===== config.mk =====
export PLATFORM = sky130hd
export DESIGN_NAME = imm_ext_arbiter
export DESIGN_NICKNAME = d
export VERILOG_FILES = /design/src/rtl/imm_ext_pkg.sv /design/src/rtl/imm_field_extend.sv /design/src/rtl/imm_ext_arbiter.sv
export SDC_FILE = /design/constraint.sdc
export NUM_CORES = 1
export LEC_CHECK = 0
export ABC_AREA = 0
export CORE_AREA = 5 5 86 88
export CTS_BUF_LIST = sky130_fd_sc_hd__clkbuf_16
export CTS_CLUSTER_SIZE = 16
export DETAILED_ROUTE_END_ITERATION = 12
export DIE_AREA = 0 0 91 93
export GPL_TIMING_DRIVEN = 0
export MAX_ROUTING_LAYER = met4
export PLACE_DENSITY = 0.92
export SLEW_MARGIN = 15
export SYNTH_ARGS = -nofsm -noshare
export SYNTH_HDL_FRONTEND = slang
export SYNTH_SLANG_ARGS = --single-unit

===== constraint.sdc =====
create_clock -name clk -period 2.1 [get_ports clk]
set_clock_uncertainty 0.1 [all_clocks]
set_input_delay 0.21 -clock clk [delete_from_list [all_inputs] [get_ports clk]]
set_output_delay 0.21 -clock clk [all_outputs]
set_load 0.01 [all_outputs]

===== src/rtl/imm_ext_pkg.sv =====
// Shared definitions for the immediate-extension arbiter: format codes,
// immediate field positions and the output buffer state encoding.
package imm_ext_pkg;

    localparam int XLEN = 64;

    typedef enum logic [1:0] {
        FMT_DADDR9   = 2'd0,
        FMT_ALUIMM12 = 2'd1,
        FMT_CONDBR19 = 2'd2,
        FMT_BR26     = 2'd3
    } imm_fmt_t;

    localparam int DADDR9_LO   = 12;
    localparam int DADDR9_W    = 9;
    localparam int ALUIMM12_LO = 10;
    localparam int ALUIMM12_W  = 12;
    localparam int CONDBR19_LO = 5;
    localparam int CONDBR19_W  = 19;
    localparam int BR26_LO     = 0;
    localparam int BR26_W      = 26;

    typedef enum logic {
        OUT_EMPTY = 1'b0,
        OUT_FULL  = 1'b1
    } out_state_t;

endpackage


===== src/rtl/imm_field_extend.sv =====
// Combinational immediate extraction: picks the field for the format code,
// sign- or zero-extends it to XLEN and applies the branch word-offset shift.
module imm_field_extend
    import imm_ext_pkg::*;
#(
    parameter int unsigned BR_SHIFT = 2
) (
    input  logic [31:0]     instr,
    input  logic [1:0]      fmt,
    output logic [XLEN-1:0] imm
);

    logic [XLEN-1:0] br_ext;

    always_comb begin
        imm    = '0;
        br_ext = '0;
        case (imm_fmt_t'(fmt))
            FMT_DADDR9: begin
                imm = {{(XLEN-DADDR9_W){instr[DADDR9_LO+DADDR9_W-1]}},
                       instr[DADDR9_LO +: DADDR9_W]};
            end
            FMT_ALUIMM12: begin
                imm = {{(XLEN-ALUIMM12_W){1'b0}}, instr[ALUIMM12_LO +: ALUIMM12_W]};
            end
            FMT_CONDBR19: begin
                // Shift happens after extension; bits leaving bit 63 are dropped.
                br_ext = {{(XLEN-CONDBR19_W){instr[CONDBR19_LO+CONDBR19_W-1]}},
                          instr[CONDBR19_LO +: CONDBR19_W]};
                imm    = br_ext << BR_SHIFT;
            end
            FMT_BR26: begin
                br_ext = {{(XLEN-BR26_W){instr[BR26_LO+BR26_W-1]}},
                          instr[BR26_LO +: BR26_W]};
                imm    = br_ext << BR_SHIFT;
            end
        endcase
    end

endmodule


===== src/rtl/imm_ext_arbiter.sv =====
// Round-robin arbiter sharing one immediate-extension datapath between the
// decode stage (port 0) and the branch-target unit (port 1).
module imm_ext_arbiter
    import imm_ext_pkg::*;
#(
    parameter int unsigned BR_SHIFT  = 2,
    parameter int unsigned START_PRI = 0
) (
    input  logic        clk,
    input  logic        reset,
    input  logic        req0_valid,
    output logic        req0_ready,
    input  logic [31:0] req0_instr,
    input  logic [1:0]  req0_fmt,
    input  logic        req1_valid,
    output logic        req1_ready,
    input  logic [31:0] req1_instr,
    input  logic [1:0]  req1_fmt,
    output logic        out_valid,
    input  logic        out_ready,
    output logic [63:0] out_imm,
    output logic        out_src
);

    localparam logic START_PRI_B = (START_PRI != 0);

    out_state_t      state_q, state_d;
    logic [XLEN-1:0] imm_q, imm_d;
    logic            src_q, src_d;
    logic            pri_q, pri_d;

    logic            can_accept;
    logic            gnt0, gnt1, any_gnt;
    logic [31:0]     sel_instr;
    logic [1:0]      sel_fmt;
    logic [XLEN-1:0] ext_imm;

    // Handshake: a transfer happens on an edge where valid && ready are both
    // high. Requesters hold valid/instr/fmt until ready; ready is a
    // combinational grant and is never raised for an invalid requester or
    // during reset. The output side completes on out_valid && out_ready.
    always_comb begin
        can_accept = (state_q == OUT_EMPTY) || out_ready;
        gnt0       = 1'b0;
        gnt1       = 1'b0;
        if (!reset && can_accept) begin
            gnt0 = req0_valid && (!req1_valid || (pri_q == 1'b0));
            gnt1 = req1_valid && (!req0_valid || (pri_q == 1'b1));
        end
        any_gnt    = gnt0 || gnt1;
        req0_ready = gnt0;
        req1_ready = gnt1;
        sel_instr  = gnt1 ? req1_instr : req0_instr;
        sel_fmt    = gnt1 ? req1_fmt   : req0_fmt;
    end

    imm_field_extend #(
        .BR_SHIFT(BR_SHIFT)
    ) u_extend (
        .instr(sel_instr),
        .fmt  (sel_fmt),
        .imm  (ext_imm)
    );

    always_comb begin
        state_d = state_q;
        imm_d   = imm_q;
        src_d   = src_q;
        pri_d   = pri_q;
        if (any_gnt) begin
            imm_d = ext_imm;
            src_d = gnt1;
            pri_d = ~gnt1;
        end
        case (state_q)
            OUT_EMPTY: if (any_gnt) state_d = OUT_FULL;
            OUT_FULL:  if (out_ready && !any_gnt) state_d = OUT_EMPTY;
        endcase
    end

    always_ff @(posedge clk) begin
        if (reset) begin
            state_q <= OUT_EMPTY;
            imm_q   <= '0;
            src_q   <= 1'b0;
            pri_q   <= START_PRI_B;
        end else begin
            state_q <= state_d;
            imm_q   <= imm_d;
            src_q   <= src_d;
            pri_q   <= pri_d;
        end
    end

    assign out_valid = (state_q == OUT_FULL);
    assign out_imm   = imm_q;
    assign out_src   = src_q;

endmodule


==> Word level (Yosys, flattened, before mapping) <==
Index checks and enable logic that the tools add are counted.
{ "op_classes": {"n_eq_ne": 3, "muxes": 8, "bitwise": 3, "reduce_logical": 13} }
{ "op_table": {"columns": ["op", "n"], "rows": [
  ["$pmux W64 S4", 1],
  ["$mux W26", 1],
  ["$eq A2 B2 Y1 const B", 2],
  ["$logic_and A1 B1 Y1", 4],
  ["$logic_not A1 Y1", 4],
  ["$logic_or A1 B1 Y1", 4],
  ["$mux W1", 4],
  ["$not A1 Y1", 3],
  ["$eq A2 B1 Y1 const B", 1],
  ["$logic_not A2 Y1", 1],
  ["$mux W2", 1],
  ["$pmux W1 S2", 1]
]} }
{ "word_totals": {"ff_bits": 67, "inputBits": 73, "elab_cells": 31} }

==> Longest topological paths before layout <==
Gate-level depths: netlist (run 1).
{ "logic_depth": {"word_depth": 9, "mapped_depth": 7, "depth_no_buf": 6} }

==> Modules after synthesis <==
From an unflattened synthesis (run 1), not the netlist that was laid out.
{ "hier_totals": {"cells_unflattened": 443, "area_unflattened_um2": 4157.7} }
{ "modules_own_cells": {"columns": ["mod", "n_inst", "cells_each", "area_each_um2", "seq_area_each_um2"], "rows": [
  ["imm_ext_arbiter", 1, 351, 3259.4, 1341.3],
  ["imm_field_extend", 1, 92, 898.4, 0.0]
]} }

==> Worst setup path before layout (run 1) <==
Ideal clock, no wire load.
{ "synth_timing": {"path_type": "reg2reg", "start": "reg state_q (netlist: out_valid)", "end": "reg imm_q[2] (netlist: out_imm[2])", "setup_ns": 0.128, "arrival_ns": 1.360, "slack_ns": 0.513, "path_stages_with_launch": 6, "path_buffers": 1, "path_cell_list": "dfxtp_1 > nor2b_1 > or3_4 > buf_6 > a222oi_1 > nor2_1"} }
{ "synth_via": {"elab_chain_cells": 7, "word_cells_on_any_way": 13} }
{ "synth_lines": {"columns": ["item", "line", "source"], "rows": [
  ["start, declared", "imm_ext_arbiter.sv:27", "out_state_t state_q, state_d;"],
  ["start signal, assigned", "imm_ext_arbiter.sv:88", "state_q <= state_d;"],
  ["$not A1 Y1 (*)", null, null],
  ["$logic_or A1 B1 Y1 (*)", "imm_ext_arbiter.sv:43", "can_accept = (state_q == OUT_EMPTY) || out_ready;"],
  ["$logic_and A1 B1 Y1 (*)", "imm_ext_arbiter.sv:46", "if (!reset && can_accept) begin"],
  ["$mux W1", "imm_ext_arbiter.sv:46", null],
  ["$mux W2", "imm_ext_arbiter.sv:54", "sel_fmt = gnt1 ? req1_fmt : req0_fmt;"],
  ["$eq A2 B2 Y1, or another cell as far along", "imm_field_extend.sv:18", "case (imm_fmt_t'(fmt))"],
  ["$pmux W64 S4", "imm_field_extend.sv:18", null],
  ["end signal, assigned", "imm_ext_arbiter.sv:89", "imm_q <= imm_d;"],
  ["end, declared", "imm_ext_arbiter.sv:28", "logic [XLEN-1:0] imm_q, imm_d;"]
]} }
Every way passes the cells marked *; elsewhere a longest branch is shown, timed or not.
A chain may end at the register's enable or synchronous reset.

==> Worst setup path in the final report (run 1) <==
{ "layout_timing": {"start": "in out_ready", "end": "out req0_ready"} }
{ "layout_via": {"elab_chain_cells": 3} }
{ "layout_lines": {"columns": ["item", "line", "source"], "rows": [
  ["start, declared", "imm_ext_arbiter.sv:20", "input logic out_ready,"],
  ["$logic_or A1 B1 Y1", "imm_ext_arbiter.sv:43", null],
  ["$logic_and A1 B1 Y1", "imm_ext_arbiter.sv:46", null],
  ["$mux W1", "imm_ext_arbiter.sv:46", null],
  ["end, declared", "imm_ext_arbiter.sv:12", "output logic req0_ready,"]
]} }
Every way passes these cells.

==> impl_metrics.toml, run 1 <==
[outcome]
outcome = "completed"

[cts]
clkSinkCount = 31
cts_made_buffers = 5
h-tree-depth = 2
cts-root-buf = "clkbuf_16"
clockBufferDepth = 2
cts_hold_buffers = 0
clk_pin_slew_ns = 0.05
clock_latency_ns = 0.27
cts_tree = "yes"

[sta]
holdWs_ns = 0.361
fin_tns_setup_ns = 0
fmaxAchievable_mhz = 491
hold_viol = 0
rsz0062_at_grt = "false"
tightest_slew_ns = 0.566
setup-violations-final = 0
slew_viol_final = 0
slew_headroom = 0.622
period_share = 0.969
fin_crit_ns = 2.04

[grt]
grt_max_degree = 39
track_usage = 0.203
grt_pass1_wl_um = 13300
global_route.overflow_total = 0
grt_antenna_before_repair = 0
grt_pass1_vias = 2542

[power]
pwr-share-comb = 0.381
power.density_nw_per_um2 = 550
p_sw_frac = 0.288
power_leakage_uw = 0.00152
ir_drop_v = 0.000431
p_seq_frac = 0.312
p_int_uw = 1560
p_switching_uw = 631
clkPwrFrac = 0.307
p_total_uw = 2190

[worst_setup_path]
critical_path.max_fanout = 9
required_ns = 1.79
worstSetupPathType = "in2out"
critical_path_arrival_ns = 1.73
startpoint_type = "input pin"
slowest_delay_ns = 0.47
crit_slowest_cell = "clkdlybuf4s50_1"
end_kind = "output port"
crit_chain = "clkdlybuf4s50_1 > nand2b_1 > nand4b_1 > inv_2 > buf_4 > nor2_4 > dlygate4sd2_1"

[yosys]
synth_cell_types = 33
synth-seq-cells = 31
async_reset_ff_frac = 0
synthTopCellsByArea = "dfxtp_1 25%, mux4_2 16%, buf_4 12%"
ys.warnings.count = 0
syn_avg_cell_area_sq_um = 9.04
synth_nets = 347
synth_seq_area_share = 0.251
synth_area_sq_um = 2480
yosysTopAreaCell = "dfxtp_1"
syn-instance-count = 274
synth-edff-count = 0
synth_top_area_frac = 0.251
synth_top_flop_cell = "dfxtp_1"

[routing]
num_vias = 2683
drtPass1Iterations = 5
route.detailed.drc = 0
via_per_inst = 5.50
antenna_left = 0
routedWlPerCell_um = 18.2
drtIter0Drc = 288
wirelength_um = 8880

[floorplan]
die_h_um = 93
die_area_sq_um = 8460
initial_utilization = 0.377
coreArea_sq_um = 6570
die_w_um = 91
pin_count = 141
row_count = 30

[cells_and_area]
area_growth_pct = 60.7
drive_gt1_frac = 0.248
postLayoutCoreUtil = 0.606
instances_no_fill = 488
fin_nets = 480
antennaDiodeCount = 0

[job]
cap_violations = 0

[placed_design]
port-buffer-count = 125
dp_hpwl_um = 7160
gp_congestion = 0.895
place_inst = 479

[hold_path]
hold_path_class = "reg2reg"
-- registers in the layout (all words and copies together), names as in the netlist --
signal and cells:
pri_q 1, out_src 1, out_imm 28, out_valid 1
-- placed cells by master, fill, tap and decap left out, drive strengths merged --
cell,synthesis,final
a211oi,4,4
nor2,26,26
clkbuf,6,11
dlygate4sd2,0,3
or3,2,2
a221oi,2,2
nor2b,1,1
buf,55,56
or2,1,1
a21oi,10,10
dfxtp,31,31
mux2i,6,6
nand3,28,28
nand2b,6,6
nand2,13,13
nand4b,1,1
o21ai,9,9
clkdlybuf4s50,0,122
inv,5,6
and2,2,2
a311o,1,1
clkinv,0,2
nor3,4,4
a222oi,3,3
mux4,18,18
a311oi,17,17
nand3b,6,6
mux2,15,15
o211ai,2,2
-- worst paths after layout --
path,cells after the start,endpoint,from,slack [ns]
setup / recovery,7,req0_ready,out_ready,0.06
setup reg to reg,7,out_imm[21]$_SDFFE_PP0P_,pri_q$_SDFFE_PP0P_,0.16
hold / removal,2,out_imm[17]$_SDFFE_PP0P_,out_imm[17]$_SDFFE_PP0P_,0.36
hold reg to reg,2,out_imm[17]$_SDFFE_PP0P_,out_imm[17]$_SDFFE_PP0P_,0.36
-- synth_stat cells, drive strengths merged (6+ instances only) --
cell / n
a21oi: 10
a311oi: 17
buf: 55
clkbuf: 6
dfxtp: 31
mux2: 15
mux2i: 6
mux4: 18
nand2: 13
nand2b: 6
nand3: 28
nand3b: 6
nor2: 26
o21ai: 9
-- final cells by class --
class | instances | area (sq um)
multi-input cells | 177 | 1440
clock buffers | 5 | 125
repair buffers | 126 | 1250
clock inverters | 3 | 11.3
flip-flops and latches | 31 | 624
plain buffers | 61 | 407
fillers | 564 | 2590
inverters | 5 | 18.8
well taps | 80 | 100
-- stage by stage --
stage / worst slack, ns / cell area, sq um
after floorplan: 0.513 / 2480
after global placement: -0.376 / 3830
after detailed placement: -0.391 / 3830
after CTS: 0.0321 / 3970
after global routing: 0.0110 / 3980
final: 0.0645 / 3980
-- power by group through the flow --
| stage | clock [uW] | sequential, uW | combinational (uW) |
|---|---|---|---|
| after floorplan | 0 | 711 | 388 |
| after global routing | 699 | 691 | 884 |
| after detailed placement | 0 | 695 | 833 |
| final | 673 | 683 | 835 |
| after CTS | 675 | 684 | 834 |
| after global placement | 0 | 693 | 819 |
-- critical path, delay by kind of cell --
family / cells / cell delay, ns
buffers and inverters: 4 / 1.08
and+or+nand+nor: 3 / 0.43
-- kinds of logic after synthesis --
| group | after synthesis | share of synthesized area |
|---|---|---|
| flip-flops | 31 | 0.251 |
| AND/OR/NAND/NOR | 90 | 0.181 |
| multiplexers | 39 | 0.256 |
| AO/OA/AOI/OAI | 48 | 0.142 |
| buffers and inverters | 66 | 0.171 |
-- layer usage --
| metal | track usage | routed length [um] |
|---|---|---|
| met5 | - | 0 |
| met4 | 0.0440 | 163 |
| met3 | 0.0491 | 913 |
| met2 | 0.331 | 4110 |
| met1 | 0.259 | 3690 |
-- what timing repair did --
item,4_1_cts,5_1_grt
resized for setup,5,2
buffers inserted,1,0
setup endpoints to repair,39,37
Note: power is estimated with default switching activity, not from simulation.
==> run 2: changes to the inputs <==
SLEW_MARGIN = 20   (was 15)
==> results of run 2 <==
The final DEF is identical to that of run 1; final timing and power are the same.
==> run 3: changes to the inputs <==
CELL_PAD_IN_SITES_DETAIL_PLACEMENT = 0   (was not set)
CELL_PAD_IN_SITES_GLOBAL_PLACEMENT = 1   (was not set)
CORE_AREA = 5 5 102 104   (was 5 5 86 88)
DIE_AREA = 0 0 107 109   (was 0 0 91 93)
PLACE_DENSITY = 0.91   (was 0.92)
==> run 3 against run 2 <==
Die area rose by 38%. Sequential power barely moved. Design area rose by 1.3%. Critical path depth fell by 1. Global-route usage fell by 3.9 points. Critical endpoint unchanged. Largest cell class unchanged. Highest routed layer unchanged.
==> impl_metrics.toml, run 3 (synthesized netlist as in run 1, its figures left out) <==
[cts]
clkSinkCount = 31
cts-root-buf = "clkbuf_16"
clk_pin_slew_ns = 0.05
clockBufferDepth = 2
cts_made_buffers = 5
clock_latency_ns = 0.27
cts_tree = "yes"
cts_hold_buffers = 0
h-tree-depth = 2

[worst_setup_path]
slowest_delay_ns = 0.51
reg2regPathDepth = 6
reg2reg_to = "out_imm[16]$_SDFFE_PP0P_"
crit_end = "req0_ready"
critical_path_arrival_ns = 1.75
r2r_setup_slack_ns = 0.24
reg2reg_from = "pri_q$_SDFFE_PP0P_"
crit_slowest_cell = "clkdlybuf4s50_1"
setup.worst_path.start = "req1_valid"
critical_path.max_fanout = 10
startpoint_type = "input pin"
end_kind = "output port"
crit_chain = "clkdlybuf4s50_1 > nor2_1 > or3_4 > buf_6 > nor2_4 > dlygate4sd2_1"
worstSetupPathType = "in2out"
required_ns = 1.79

[floorplan]
row_count = 36
die_w_um = 107
initial_utilization = 0.262
die_area_sq_um = 11700
coreArea_sq_um = 9460
pin_count = 141
die_h_um = 109

[sta]
slew_headroom = 0.620
setup-violations-final = 0
fin_crit_ns = 2.06
hold_viol = 0
fin_tns_setup_ns = 0
period_share = 0.979
rsz0062_at_grt = "false"
tightest_slew_ns = 0.569
slew_viol_final = 0
fmaxAchievable_mhz = 486

[grt]
grt_pass1_vias = 2571
global_route.overflow_total = 0
grt_max_degree = 39
grt_pass1_wl_um = 14300
grt_antenna_before_repair = 0
track_usage = 0.165

[cells_and_area]
fin_nets = 481
drive_gt1_frac = 0.251
antennaDiodeCount = 0
area_growth_pct = 62.7
instances_no_fill = 521
largest_reg_flops = 28
final_common_cell = "clkdlybuf4s50_1"
final_cell_mix = "122 x clkdlybuf4s50_1, 43 x buf_4, 30 x dfxtp_1"

[routing]
wirelength_um = 9600
routedWlPerCell_um = 18.4
via_per_inst = 5.16
drtIter0Drc = 197
antenna_left = 0
drtPass1Iterations = 5
num_vias = 2687
route.detailed.drc = 0

[placed_design]
port-buffer-count = 125
place_inst = 513
dp_hpwl_um = 7700
gp_congestion = 0.905

[power]
ir_drop_v = 0.000246
power_leakage_uw = 0.00152
power.density_nw_per_um2 = 545

[hold_path]
hold_path_class = "reg2reg"

[outcome]
outcome = "completed"

[job]
cap_violations = 0
==> run 3: layer usage <==
metal / GRT usage / routed length [um]
met2: 0.264 / 4590
met1: 0.213 / 4070
met3: 0.0332 / 823
met4: 0.0438 / 121
met5: - / 0
==> run 3: stage by stage <==
step	hold slack (ns)	worst slack, ns	util	area [sq um]	power, uW
after global routing	0.387	0.00790	0.426	4030	2280
after floorplan	0.280	0.513	-	2480	1100
after CTS	0.358	0.0147	0.424	4020	2200
after detailed placement	0.353	-0.343	0.409	3870	1530
after global placement	0.342	-0.347	0.409	3870	1520
final	0.357	0.0433	0.426	4030	2200
==> run 3: timing repair <==
action,in CTS,in global routing
setup endpoints to repair,39,45
gates resized for setup,5,3
buffers inserted,2,0
cloned,0,0
==> run 3: how the worst min path moves through the flow <==
stage	startpoint	endpoint	slack (ns)	cells past startpoint
3_3_place_gp	out_imm[0]$_SDFFE_PP0P_	out_imm[0]$_SDFFE_PP0P_	0.34	2
6_report	out_imm[0]$_SDFFE_PP0P_	out_imm[0]$_SDFFE_PP0P_	0.36	2
5_1_grt	out_imm[17]$_SDFFE_PP0P_	out_imm[17]$_SDFFE_PP0P_	0.39	2
2_1_floorplan	req1_instr[18]	out_imm[20]$_SDFFE_PP0P_	0.28	2
4_1_cts	out_imm[0]$_SDFFE_PP0P_	out_imm[0]$_SDFFE_PP0P_	0.36	2
3_5_place_dp	out_imm[17]$_SDFFE_PP0P_	out_imm[17]$_SDFFE_PP0P_	0.35	2
==> run 3: critical path, delay by kind of cell <==
family,cells,cell delay (ns)
simple gates,3,0.57
buf+inv,3,0.97
==> run 3: report_power, final <==
group | switching [uW] | internal [uW]
registers | 42.9 | 642
logic | 346 | 495
clock network | 251 | 421
total | 640 | 1560
==> run 3: area by class of cell <==
| class | instances | area, sq um |
|---|---|---|
| sequential | 31 | 624 |
| inverter | 5 | 18.8 |
| clock buffer | 5 | 125 |
| clock inverter | 1 | 3.75 |
| multi-input combinational | 177 | 1450 |
| fill | 951 | 5430 |
| timing repair buffer | 127 | 1260 |
| buffer | 61 | 407 |
| tap | 114 | 143 |
==> edit, RTL diff (config.mk and constraints of run 1) <==
Reset style: asynchronous (`reset`), changed in one clocked block.
--- a/src/rtl/imm_ext_arbiter.sv
+++ b/src/rtl/imm_ext_arbiter.sv
@@ -80,3 +80,3 @@
 
-    always_ff @(posedge clk) begin
+    always_ff @(posedge clk or posedge reset) begin
         if (reset) begin
Function: differs if reset is asserted again (counterexample within 4 cycles, from zero or initial values and one cycle with reset high); with reset held inactive, the same outputs for 10 cycles.
==> edit against run 1 <==
Maximum frequency is 3.9% higher. Routed wire length is 8.1% higher. Cell area is 1.6% higher. Synthesized area is 1.8% higher. Hold slack worse by 0.16 ns. Sequential cell count stayed put. Sequential share of layout area is 3.6 points higher. Worst setup slack better by 0.077 ns. Power is 36% higher.
==> edit: results (changes against run 1) <==
metric;value;unit;change
DR vias/cell;5.542;;was 5.498
Critical Path Max Stage Delay;0.59;ns;was 0.47 ns
Initial Util;0.3840;;was 0.3771
FF-to-FF path depth;6;;was 7
Syn Area/Cell;9.172;um^2;was 9.042 um^2
VDD IR max;0.4613;mV;was 0.4310 mV
met1 GRT Util;0.2894;;was 0.2589
outcome;finished clean;;unchanged
hpwl dp;7.289;mm;was 7.164 mm
Post-synth ARST share;1.000;;was 0
Int Power;2040;uW;was 1560 uW
global routing usage on met2;0.3702;;was 0.3305
reg-to-reg endpoint;out_imm[9];;was out_imm[21]
Critical Path End;req1_ready;;was req0_ready
CP Launch Point;req1_valid;;was out_ready
Syn Nets;348;;was 347
GR Util met3;0.04183;;was 0.04907
WL met1;3.732;mm;was 3.689 mm
placed inst area;3867;um^2;was 3829 um^2
initial DRC count;273;;was 288
first-pass GRT wire length;14.84;mm;was 13.34 mm
most common library cells after synthesis;buf_4, nand2_1, dfrtp_1;;was buf_4, dfxtp_1, nand3_1
Leakage;0.001704;uW;was 0.001522 uW
WL met2;4.642;mm;was 4.111 mm
non-filler cells, final;489;;was 488
met3 WL;949;um;was 913 um
layout cells sized above 1;0.2347;;was 0.2475
port bufs;124;;was 125
largest cells by area after synthesis;dfrtp_1, buf_4, mux4_2;;was dfxtp_1, mux4_2, buf_4
edit: cell count changes after synthesis, moves of 7 or more:
cell	before	now
o22a_1	0	7
nand3_1	28	17
nor2_1	25	15
dfxtp_1	31	0
nand2_1	13	34
dfrtp_1	0	31
a311oi_1	17	1
a31oi_1	0	11
a21oi_1	10	18
edit: cells by family (layout without fill, tap and decap cells):
| kind of cell | Yosys count | after routing | synth area share |
|---|---|---|---|
| compound gates | 60 | 60 | 0.1602 |
| mux | 40 | 40 | 0.2267 |
| simple gates | 80 | 80 | 0.1478 |
| flops | 31 | 31 | 0.3075 |
| buf+inv | 64 | 198 | 0.1577 |
edit: power by group through the flow:
| stage | clock [uW] | combinational, uW | sequential [uW] |
|---|---|---|---|
| after CTS | 692 | 1470 | 832 |
| final | 684 | 1460 | 835 |
| after global placement | 0 | 1430 | 829 |
| after detailed placement | 0 | 1460 | 839 |
| after floorplan | 0 | 630 | 875 |
| after global routing | 728 | 1540 | 853 |
edit: what timing repair did:
| action | 4_1_cts | 5_1_grt |
|---|---|---|
| gates cloned | 1 | 0 |
| buffers inserted | 2 | 0 |
| setup endpoints to repair | 70 | 39 |
| resized for setup | 7 | 3 |
edit: final cells by class:
| class | instances | area [um^2] |
|---|---|---|
| fillers | 550 | 2526 |
| multi-input cells | 180 | 1356 |
| repair buffers | 126 | 1257 |
| flip-flops and latches | 31 | 779.5 |
| plain buffers | 57 | 375.4 |
| clock buffers | 5 | 125.1 |
| well taps | 80 | 100.1 |
| inverters | 6 | 28.78 |
| clock inverters | 3 | 15.01 |
| repair inverters | 1 | 5.005 |
